$ cat config.mk
export PLATFORM = sky130hd
export DESIGN_NAME = pool_engine_flat
export DESIGN_NICKNAME = d
export VERILOG_FILES = /design/src/rtl/pool_engine_if.sv /design/src/rtl/pool_engine.sv /design/src/flat_wrapper.sv
export SDC_FILE = /design/constraint.sdc
export NUM_CORES = 1
export LEC_CHECK = 0
export ABC_AREA = 1
export CAP_MARGIN = 20
export CORE_ASPECT_RATIO = 0.75
export CORE_UTILIZATION = 55
export CTS_CLUSTER_DIAMETER = 120
export DETAILED_ROUTE_END_ITERATION = 8
export PLACE_DENSITY = 0.81
export SETUP_SLACK_MARGIN = 0.3
export SYNTH_ARGS = -nofsm -noshare
export SYNTH_HDL_FRONTEND = slang
export SYNTH_SLANG_ARGS = --single-unit
export TNS_END_PERCENT = 100
$ cat constraint.sdc
create_clock -name clk -period 5.7 [get_ports clk]
set_clock_uncertainty 0.05 [all_clocks]
set_input_delay 1.14 -clock clk [delete_from_list [all_inputs] [get_ports clk]]
set_output_delay 1.14 -clock clk [all_outputs]
set_load 0.05 [all_outputs]
$ cat src/rtl/pool_engine_if.sv
// Pixel-stream / pooled-result bus for pool_engine.
//   master: upstream driver (ce, in_valid, data_in, mode) and result observer.
//   slave : the pooling engine itself.
interface pool_engine_if #(parameter int DW = 8);
  logic          ce;
  logic          in_valid;
  logic [DW-1:0] data_in;
  logic          mode;
  logic [DW-1:0] data_out;
  logic          valid_op;
  logic          end_op;

  modport master (output ce, in_valid, data_in, mode,
                  input  data_out, valid_op, end_op);
  modport slave  (input  ce, in_valid, data_in, mode,
                  output data_out, valid_op, end_op);
endinterface

$ cat src/rtl/pool_engine.sv
// Streaming non-overlapping KxK pooling (max or average) over a raster-order
// pixel stream. One partial accumulator per window column is kept, so only a
// single row of windows is ever in flight.
//   clk        : clock, rising edge
//   master_rst : async active-high reset, clears all state
//   bus.ce     : clock enable, freezes all state when low
//   bus.in_valid/data_in : pixel stream
//   bus.mode   : 0 = max, 1 = average; latched on each frame's first pixel
//   bus.data_out/valid_op/end_op : pooled result, pulse, last-of-frame pulse
module pool_engine #(
  parameter int DW    = 8,
  parameter int IMG_W = 12,
  parameter int IMG_H = 12,
  parameter int K     = 2
) (
  input  logic          clk,
  input  logic          master_rst,
  pool_engine_if.slave  bus
);
  localparam int LK   = $clog2(K);
  localparam int ACCW = DW + 2*LK;
  localparam int NG   = IMG_W / K;
  localparam int CW   = $clog2(IMG_W);
  localparam int RW   = $clog2(IMG_H);
  localparam int GW   = (NG > 1) ? $clog2(NG) : 1;

  logic [CW-1:0]              col_q, col_d;
  logic [RW-1:0]              row_q, row_d;
  logic                       mode_q, mode_d;
  logic [NG-1:0][ACCW-1:0]    acc_q, acc_d;
  logic [DW-1:0]              dout_q, dout_d;
  logic                       vld_q, vld_d;
  logic                       end_q, end_d;

  logic            first_px, mode_eff, win_first, win_last, col_last, row_last;
  logic [GW-1:0]   g;
  logic [ACCW-1:0] din_x, cur, comb_v;
  logic [DW-1:0]   avg_v;

  always_comb begin
    first_px  = (col_q == '0) && (row_q == '0);
    // The frame's first pixel already pools with the freshly sampled mode.
    mode_eff  = first_px ? bus.mode : mode_q;
    win_first = (col_q[LK-1:0] == '0) && (row_q[LK-1:0] == '0);
    win_last  = (&col_q[LK-1:0]) && (&row_q[LK-1:0]);
    col_last  = (col_q == CW'(IMG_W-1));
    row_last  = (row_q == RW'(IMG_H-1));
    g         = GW'(col_q >> LK);
    din_x     = ACCW'(bus.data_in);
    cur       = acc_q[g];
    if (win_first)     comb_v = din_x;
    else if (mode_eff) comb_v = cur + din_x;
    else               comb_v = (din_x > cur) ? din_x : cur;
    avg_v     = DW'(comb_v >> (2*LK));

    col_d  = col_q;
    row_d  = row_q;
    mode_d = mode_q;
    acc_d  = acc_q;
    dout_d = dout_q;
    vld_d  = vld_q;
    end_d  = end_q;
    // With ce low every flop holds, including a pending result pulse.
    if (bus.ce) begin
      vld_d = 1'b0;
      end_d = 1'b0;
      if (bus.in_valid) begin
        acc_d[g] = comb_v;
        mode_d   = mode_eff;
        col_d    = col_last ? '0 : col_q + CW'(1);
        if (col_last) row_d = row_last ? '0 : row_q + RW'(1);
        if (win_last) begin
          vld_d  = 1'b1;
          dout_d = mode_eff ? avg_v : comb_v[DW-1:0];
          end_d  = col_last && row_last;
        end
      end
    end
  end

  always_ff @(posedge clk or posedge master_rst) begin
    if (master_rst) begin
      col_q  <= '0;
      row_q  <= '0;
      mode_q <= 1'b0;
      acc_q  <= '0;
      dout_q <= '0;
      vld_q  <= 1'b0;
      end_q  <= 1'b0;
    end else begin
      col_q  <= col_d;
      row_q  <= row_d;
      mode_q <= mode_d;
      acc_q  <= acc_d;
      dout_q <= dout_d;
      vld_q  <= vld_d;
      end_q  <= end_d;
    end
  end

  assign bus.data_out = dout_q;
  assign bus.valid_op = vld_q;
  assign bus.end_op   = end_q;
endmodule

$ cat src/flat_wrapper.sv
// flat-port wrapper written by rule: the top's interface ports become plain ports
module pool_engine_flat 
#(
  parameter int DW    = 8,
  parameter int IMG_W = 12,
  parameter int IMG_H = 12,
  parameter int K     = 2
)
  (clk, master_rst, bus_ce, bus_in_valid, bus_data_in, bus_mode, bus_data_out, bus_valid_op, bus_end_op);
  pool_engine_if #(.DW(DW)) bus_i ();
  input  logic clk;
  input  logic master_rst;
  input wire logic [$bits(bus_i.ce)-1:0] bus_ce;
  input wire logic [$bits(bus_i.in_valid)-1:0] bus_in_valid;
  input wire logic [$bits(bus_i.data_in)-1:0] bus_data_in;
  input wire logic [$bits(bus_i.mode)-1:0] bus_mode;
  output wire logic [$bits(bus_i.data_out)-1:0] bus_data_out;
  output wire logic [$bits(bus_i.valid_op)-1:0] bus_valid_op;
  output wire logic [$bits(bus_i.end_op)-1:0] bus_end_op;
  assign bus_i.ce = bus_ce;
  assign bus_i.in_valid = bus_in_valid;
  assign bus_i.data_in = bus_data_in;
  assign bus_i.mode = bus_mode;
  assign bus_data_out = bus_i.data_out;
  assign bus_valid_op = bus_i.valid_op;
  assign bus_end_op = bus_i.end_op;
  pool_engine #(.DW(DW), .IMG_W(IMG_W), .IMG_H(IMG_H), .K(K)) u_core (.clk(clk), .master_rst(master_rst), .bus(bus_i));
endmodule
* Word level (Yosys, flattened, before mapping)
Index checks and enable logic that the tools add are counted.
Widths: inputs -> output; s select.
** Word-level totals
- Input port bits :: 13
- Logic and storage cells :: 48
- Output and inout bits :: 10
- Flip-flop bits (word level) :: 79
** Cells by class
- Eq/ne operators :: 2
- Reduce and logical (&&, ||, !) cells :: 10
- Bitwise gates (word level) :: 2
- Add/subtract/negate cells :: 3
- Mux-type cells :: 16
- $lt $le $gt $ge :: 3
** Operators by type and width (count)
- $bwmux 60 :: 1
- $mux 10 :: 5
- $bmux 10 s3 :: 1
- $demux 10 s3 :: 1
- $add 10x8->10 :: 1
- $gt 8x10->1 :: 1
- $add 4x1->4 const B :: 2
- $eq 4x4->1 const B :: 2
- $logic_not 4->1 :: 2
- $mux 4 :: 2
- $mux 8 :: 1
- $reduce_and 3->1 :: 2
- $logic_and 1x1->1 :: 5
- $mux 1 :: 5
- $lt 3x4->1 const B :: 1
- $ge 3x1->1 const B :: 1
- $not 1->1 :: 2
- $reduce_and 2->1 :: 1

* Depth between registers and ports, before layout
- Word-level depth :: 7
- Gate-level depth with buffers :: 23
- Depth with buffers taken out :: 21

* Worst setup path after synthesis
OpenSTA, ideal clock, no wires.
- Path type :: reg-to-reg
- Start point :: register u_core.col_q[1]
- End point :: register u_core.dout_q[6], in the netlist u_core.bus.data_out[6]
- Cell stages (with the launch flop) :: 21
- Path buffers :: 2
- Clock period less this slack :: 2.808 ns
- Required time :: 5.584 ns
- Path slack :: 2.892 ns
- Setup time :: 0.066 ns
- Arrival :: 2.692 ns
- Path through :: dfrtp_1 > buf_6 > buf_8 > or2_2 > o211ai_1 > nand2_1 > a31oi_1 > inv_1 > ha_1 > fa_1 > nand4_1 > nand3_1 > nand2_1 > nand2_1 > o21ai_0 > inv_1 > nand2_2 > nand2_2 > nand2_1 > nand2_1 > nand2_1
** On the way
- Longest elaborated chain between the ends :: 7
- Elaborated cells on any way between the ends :: 11
- Those cells by class :: add/sub: 1; order compare: 1; mux: 7; reduce/logical: 2
** Ends and longest elaborated chain
- start: declaration :: RTL line pool_engine.sv:27 : logic [CW-1:0] col_q, col_d;
- start signal: assignment :: RTL line pool_engine.sv:91 : col_q <= col_d;
- $bmux 10 s3 :: RTL line pool_engine.sv:50 : cur = acc_q[g];
- $mux 10 (implied by the code) :: RTL line pool_engine.sv:50
- $gt 8x10->1 :: RTL line pool_engine.sv:53 : else comb_v = (din_x > cur) ? din_x : cur;
- $mux 10 :: RTL line pool_engine.sv:53
- $mux 10 :: RTL line pool_engine.sv:52 : else if (mode_eff) comb_v = cur + din_x;
- $mux 10 :: RTL line pool_engine.sv:51 : if (win_first) comb_v = din_x;
- $mux 8 (*) :: RTL line pool_engine.sv:74 : dout_d = mode_eff ? avg_v : comb_v[DW-1:0];
- end signal: assignment :: RTL line pool_engine.sv:95 : dout_q <= dout_d;
- end: declaration :: RTL line pool_engine.sv:31 : logic [DW-1:0] dout_q, dout_d;
Mark *: on every way between the ends. The rest lies on a longest branch, timed or not. The select of a mux whose other input is x is not followed.
A chain may end at the register's enable or synchronous reset.

* Worst setup path after layout
- Start point :: register u_core.col_q[1]
- End point :: register u_core.dout_q[7], in the netlist u_core.bus.data_out[7]
The elaborated chain is that of the path after synthesis.

==> impl_summary.log <==
[metrics] count of endpoints failing setup in the final report: 0
[metrics] slowest stage cell on the critical path: sky130_fd_sc_hd__dfrtp_1
[metrics] number of buffers created by CTS: 9
[metrics] Post-Synthesis Net Count: ~670
[metrics] number of design rule violations left after detail routing: 4
[metrics] outcome: complete, but fails checks
[metrics] cell depth of the worst flop-to-flop path: 19
[metrics] kind of end point of the critical path: flip-flop
[metrics] initial antenna violation count: 0
[metrics] Via Count: 4,212
[metrics] largest driver fanout on the critical path: 36
[metrics] slack of the worst reg-to-reg path: approximately 2000 ps
[metrics] number of warnings reported in the yosys synthesis log: 0
[metrics] RSZ-0062 raised after global routing: false
[metrics] # Post-CTS Setup Buffers: 0
[metrics] worst-case vdd ir drop: 0.375 mV
[metrics] share of the core filled with cells in the final layout: a little over three fifths
[metrics] number of buffers inserted by port buffering: 22
[metrics] Final ANT Viol Nets: 0
[metrics] diodes inserted: 0
[metrics] pin count of the biggest net entering global routing: 49
[metrics] Worst EP required: 5880 ps
[metrics] failing checks: DRC
[metrics] min Tclk post-route: 3700 ps
[metrics] total of flip-flops plus latches after synthesis: 79
[metrics] maximum single-stage delay on the critical path: 550 ps
[metrics] first-pass iteration count of the detailed router: 7
[metrics] drt wl/cell: between 15 and 20 µm
[metrics] clock transition at the register clock pins on the worst setup and hold paths after CTS: 60 ps
[metrics] DRT iter0 DRCs: 432
[metrics] FILL cells: 716
[metrics] DP Wirelength: a little under 9 mm
[metrics] via count of the first global-routing pass: 3,935
[metrics] Pins Over Slew Limit: 0
[metrics] CP most frequent cell: sky130_fd_sc_hd__nand2_1
[metrics] core area: 8560 µm²
[metrics] count of different cell masters after synthesis: 41
[metrics] setup_tns: 0 ps
[metrics] destination of the worst hold path: u_core.bus.data_out[0]
[metrics] total number of H-tree levels: 3
[metrics] most used flip-flop cell after synthesis: sky130_fd_sc_hd__dfrtp_1
[metrics] WS Path Type: flip-flop to flip-flop
[metrics] global placer's final weighted congestion: 0.963
[metrics] Rel. slew slack: 43.8%
[metrics] share of flip-flops with an asynchronous set or reset: 100%
[metrics] clock latency of the later-clocked register in the worst-skew pair: 350 ps
[metrics] crit start category: flip-flop
[metrics] most used cells in the layout excluding fill and tap cells: 201 x sky130_fd_sc_hd__nand2_1, 79 x sky130_fd_sc_hd__dfrtp_1, 69 x sky130_fd_sc_hd__inv_1
[metrics] minimum hold slack: 432 ps
[metrics] Hold-fix buffers, CTS: 0
[metrics] number of cells produced by synthesis: ~630
[metrics] ordered list of cells on the worst path: buf_4, inv_4, or2_2, a31oi_2, ha_1, nand2_1, inv_1, nand2_1, nand2_1, nand3_1, nand3_2, nand2_4, nand2_1, nand3_1, nand2_2, nand2_4, nand2_1, nand2_1, nand2_1
[metrics] width of the die: 111 µm
[metrics] Post-Syn Area: 4920 µm²
[metrics] share of post-route cells with drive strength above 1: 11.1%
[metrics] Initial Utilization: 57.4%
[metrics] count of cells resized by post-cts repair: 0
[metrics] sequential area share after synthesis: 40.2%
[metrics] Overflow after GRT: 0
[metrics] leakage power summed over all cells: 2.72 nW
[metrics] WP data arrival: 3880 ps
[metrics] Total Die Area: 9320 µm²
[metrics] Worst Min Path Start: u_core.bus.data_out[0]
[metrics] number of enable flip-flop cells after synthesis: 0
[metrics] std cell rows: 29
[metrics] transition time of the tightest slew-check pin: about 840 ps
[metrics] Avg Synthesized Cell Area: a little under 8 µm²
[metrics] Final Net Count: 676
[metrics] first-pass GRT wire length: 20.0 mm
[metrics] final number of hold-violating endpoints: 0
[metrics] endpoint of the most critical register-to-register path: u_core.bus.data_out[7]
[metrics] most common cell after layout, fill and taps aside: sky130_fd_sc_hd__nand2_1
[metrics] Longest Clk Path Bufs: 2
[metrics] number of top-level pins: 23
[metrics] reg-to-reg critical path startpoint: u_core.col_q[1]
[metrics] wire length after detailed routing: 12.0 mm
[metrics] total global-route track usage: 27.8%
[metrics] Hold WC Path Type: flip-flop to flip-flop
[metrics] final worst-path cycle share: 65.0%
[metrics] root cell of the clock tree: sky130_fd_sc_hd__clkbuf_16
[metrics] power density over the cells: 692 nW/µm²
[metrics] clock tree from TritonCTS: done
[metrics] number of clock sinks seen by CTS: 79
[metrics] detail-routed via count per cell: approximately 5.6
[metrics] vertical die dimension: 83.9 µm
[metrics] placed instance area: 5110 µm²
[metrics] relative area change from synthesis to final layout: 10.2%
[metrics] highest clock rate: 270 MHz
[metrics] count of cells along the worst hold path: 2
[metrics] Max Cap Violations: 0
[metrics] final design area excluding fillers: about 5400 µm²
## through the flow
stage | setup slack [ps] | power [mW] | std cells
after floorplan | 2490 | 2.66 | 632
after global placement | 2150 | 3.09 | 738
after detailed placement | 2050 | 3.15 | 738
after CTS | 2040 | 3.73 | 753
after global routing | 1730 | 4.08 | 754
final | 2000 | 3.75 | 754
## area by class of cell
class,instances,area (µm²),share of cell area (%)
Timing Repair Buffer,25,255,4.71
Tap cell,108,135,2.49
Clock buffer,9,225,4.16
Clock inverter,6,62.6,1.15
Sequential cell,79,1980,36.5
Inverter,74,280,5.17
Multi-Input combinational cell,453,2480,45.8
## routing by layer
metal  part of all wire (%)  GRT usage (%)  up-vias
li1                       -              -     2065
met1                     47           41.0     1952
met2                     43           39.3      179
met3                    9.2           7.84       16
met4                    1.4           8.60        0
met5                      0              0        -
## synth_stat cells, types with 3 or more instances
library cell                 n  area share (%)
sky130_fd_sc_hd__inv_1      70             5.3
sky130_fd_sc_hd__buf_6       8             1.8
sky130_fd_sc_hd__ha_1       20             5.1
sky130_fd_sc_hd__or2_1       6            0.76
sky130_fd_sc_hd__nand2_1   201              15
sky130_fd_sc_hd__nand2_2    10             1.3
sky130_fd_sc_hd__o21ai_0    19             1.9
sky130_fd_sc_hd__nand4_1     5            0.64
sky130_fd_sc_hd__nand3_1    47             4.8
sky130_fd_sc_hd__clkbuf_1   14             1.1
sky130_fd_sc_hd__dfrtp_1    79              40
sky130_fd_sc_hd__or2_2      14             1.8
sky130_fd_sc_hd__inv_2       3            0.23
sky130_fd_sc_hd__nand3_2     3            0.61
sky130_fd_sc_hd__o21ai_1    51             5.2
sky130_fd_sc_hd__o211ai_2    3            0.76
sky130_fd_sc_hd__a31oi_2     4             1.0
sky130_fd_sc_hd__nor2_1     19             1.5
sky130_fd_sc_hd__a31oi_4     3             1.3
sky130_fd_sc_hd__o211ai_1   14             2.1
sky130_fd_sc_hd__a21oi_1    13             1.3
## power breakdown
part / leakage (nW) / switching, mW / total (mW) / internal (mW)
combinational: 1.58 / 1.51 / 2.21 / 0.704
clock: 0.133 / 0.228 / 0.563 / 0.335
sequential: 1.01 / 0.171 / 0.974 / 0.803
total: 2.72 / 1.91 / 3.75 / 1.84
## how the worst max path moves through the flow
| stage | slack (ps) | startpoint | depth (start not counted) | end |
|---|---|---|---|---|
| global route | 1730 | u_core.col_q[1] | 19 | u_core.bus.data_out[5] |
| CTS | 2040 | u_core.col_q[1] | 19 | u_core.bus.data_out[7] |
| floorplan | 2490 | master_rst | 1 | u_core.acc_q[0] |
| detailed placement | 2050 | u_core.col_q[1] | 19 | u_core.bus.data_out[7] |
| global placement | 2150 | u_core.col_q[1] | 19 | u_core.bus.data_out[7] |
| finish | 2000 | u_core.col_q[1] | 19 | u_core.bus.data_out[7] |
## registers in the layout, indices dropped and copies added (netlist names)
register / flops
u_core.row_q: 4
u_core.mode_q: 1
u_core.bus.end_op: 1
u_core.bus.data_out: 8
u_core.bus.valid_op: 1
u_core.acc_q: 60
u_core.col_q: 4
## logic make-up after synthesis
kind of cell               after synthesis  share of synthesized area (%)
and+or+nand+nor                        318                           30.1
AOI/OAI and AO/OA                      112                           14.6
buffers and inverters                  100                           9.26
DFF                                     79                           40.2
adders and majority gates               21                           5.50
xor gates and xnor gates                 2                          0.356
## worst max-delay path: cells and delay by family (launching register included)
family / cells / cell delay (ps)
AND/OR/NAND/NOR: 14 / 1710
buffers and inverters: 3 / 650
AO/OA/AOI/OAI: 1 / 300
adder cells (fa/ha/maj): 1 / 330
flip-flops: 1 / 550
Note: power is estimated with default switching activity, not from simulation.
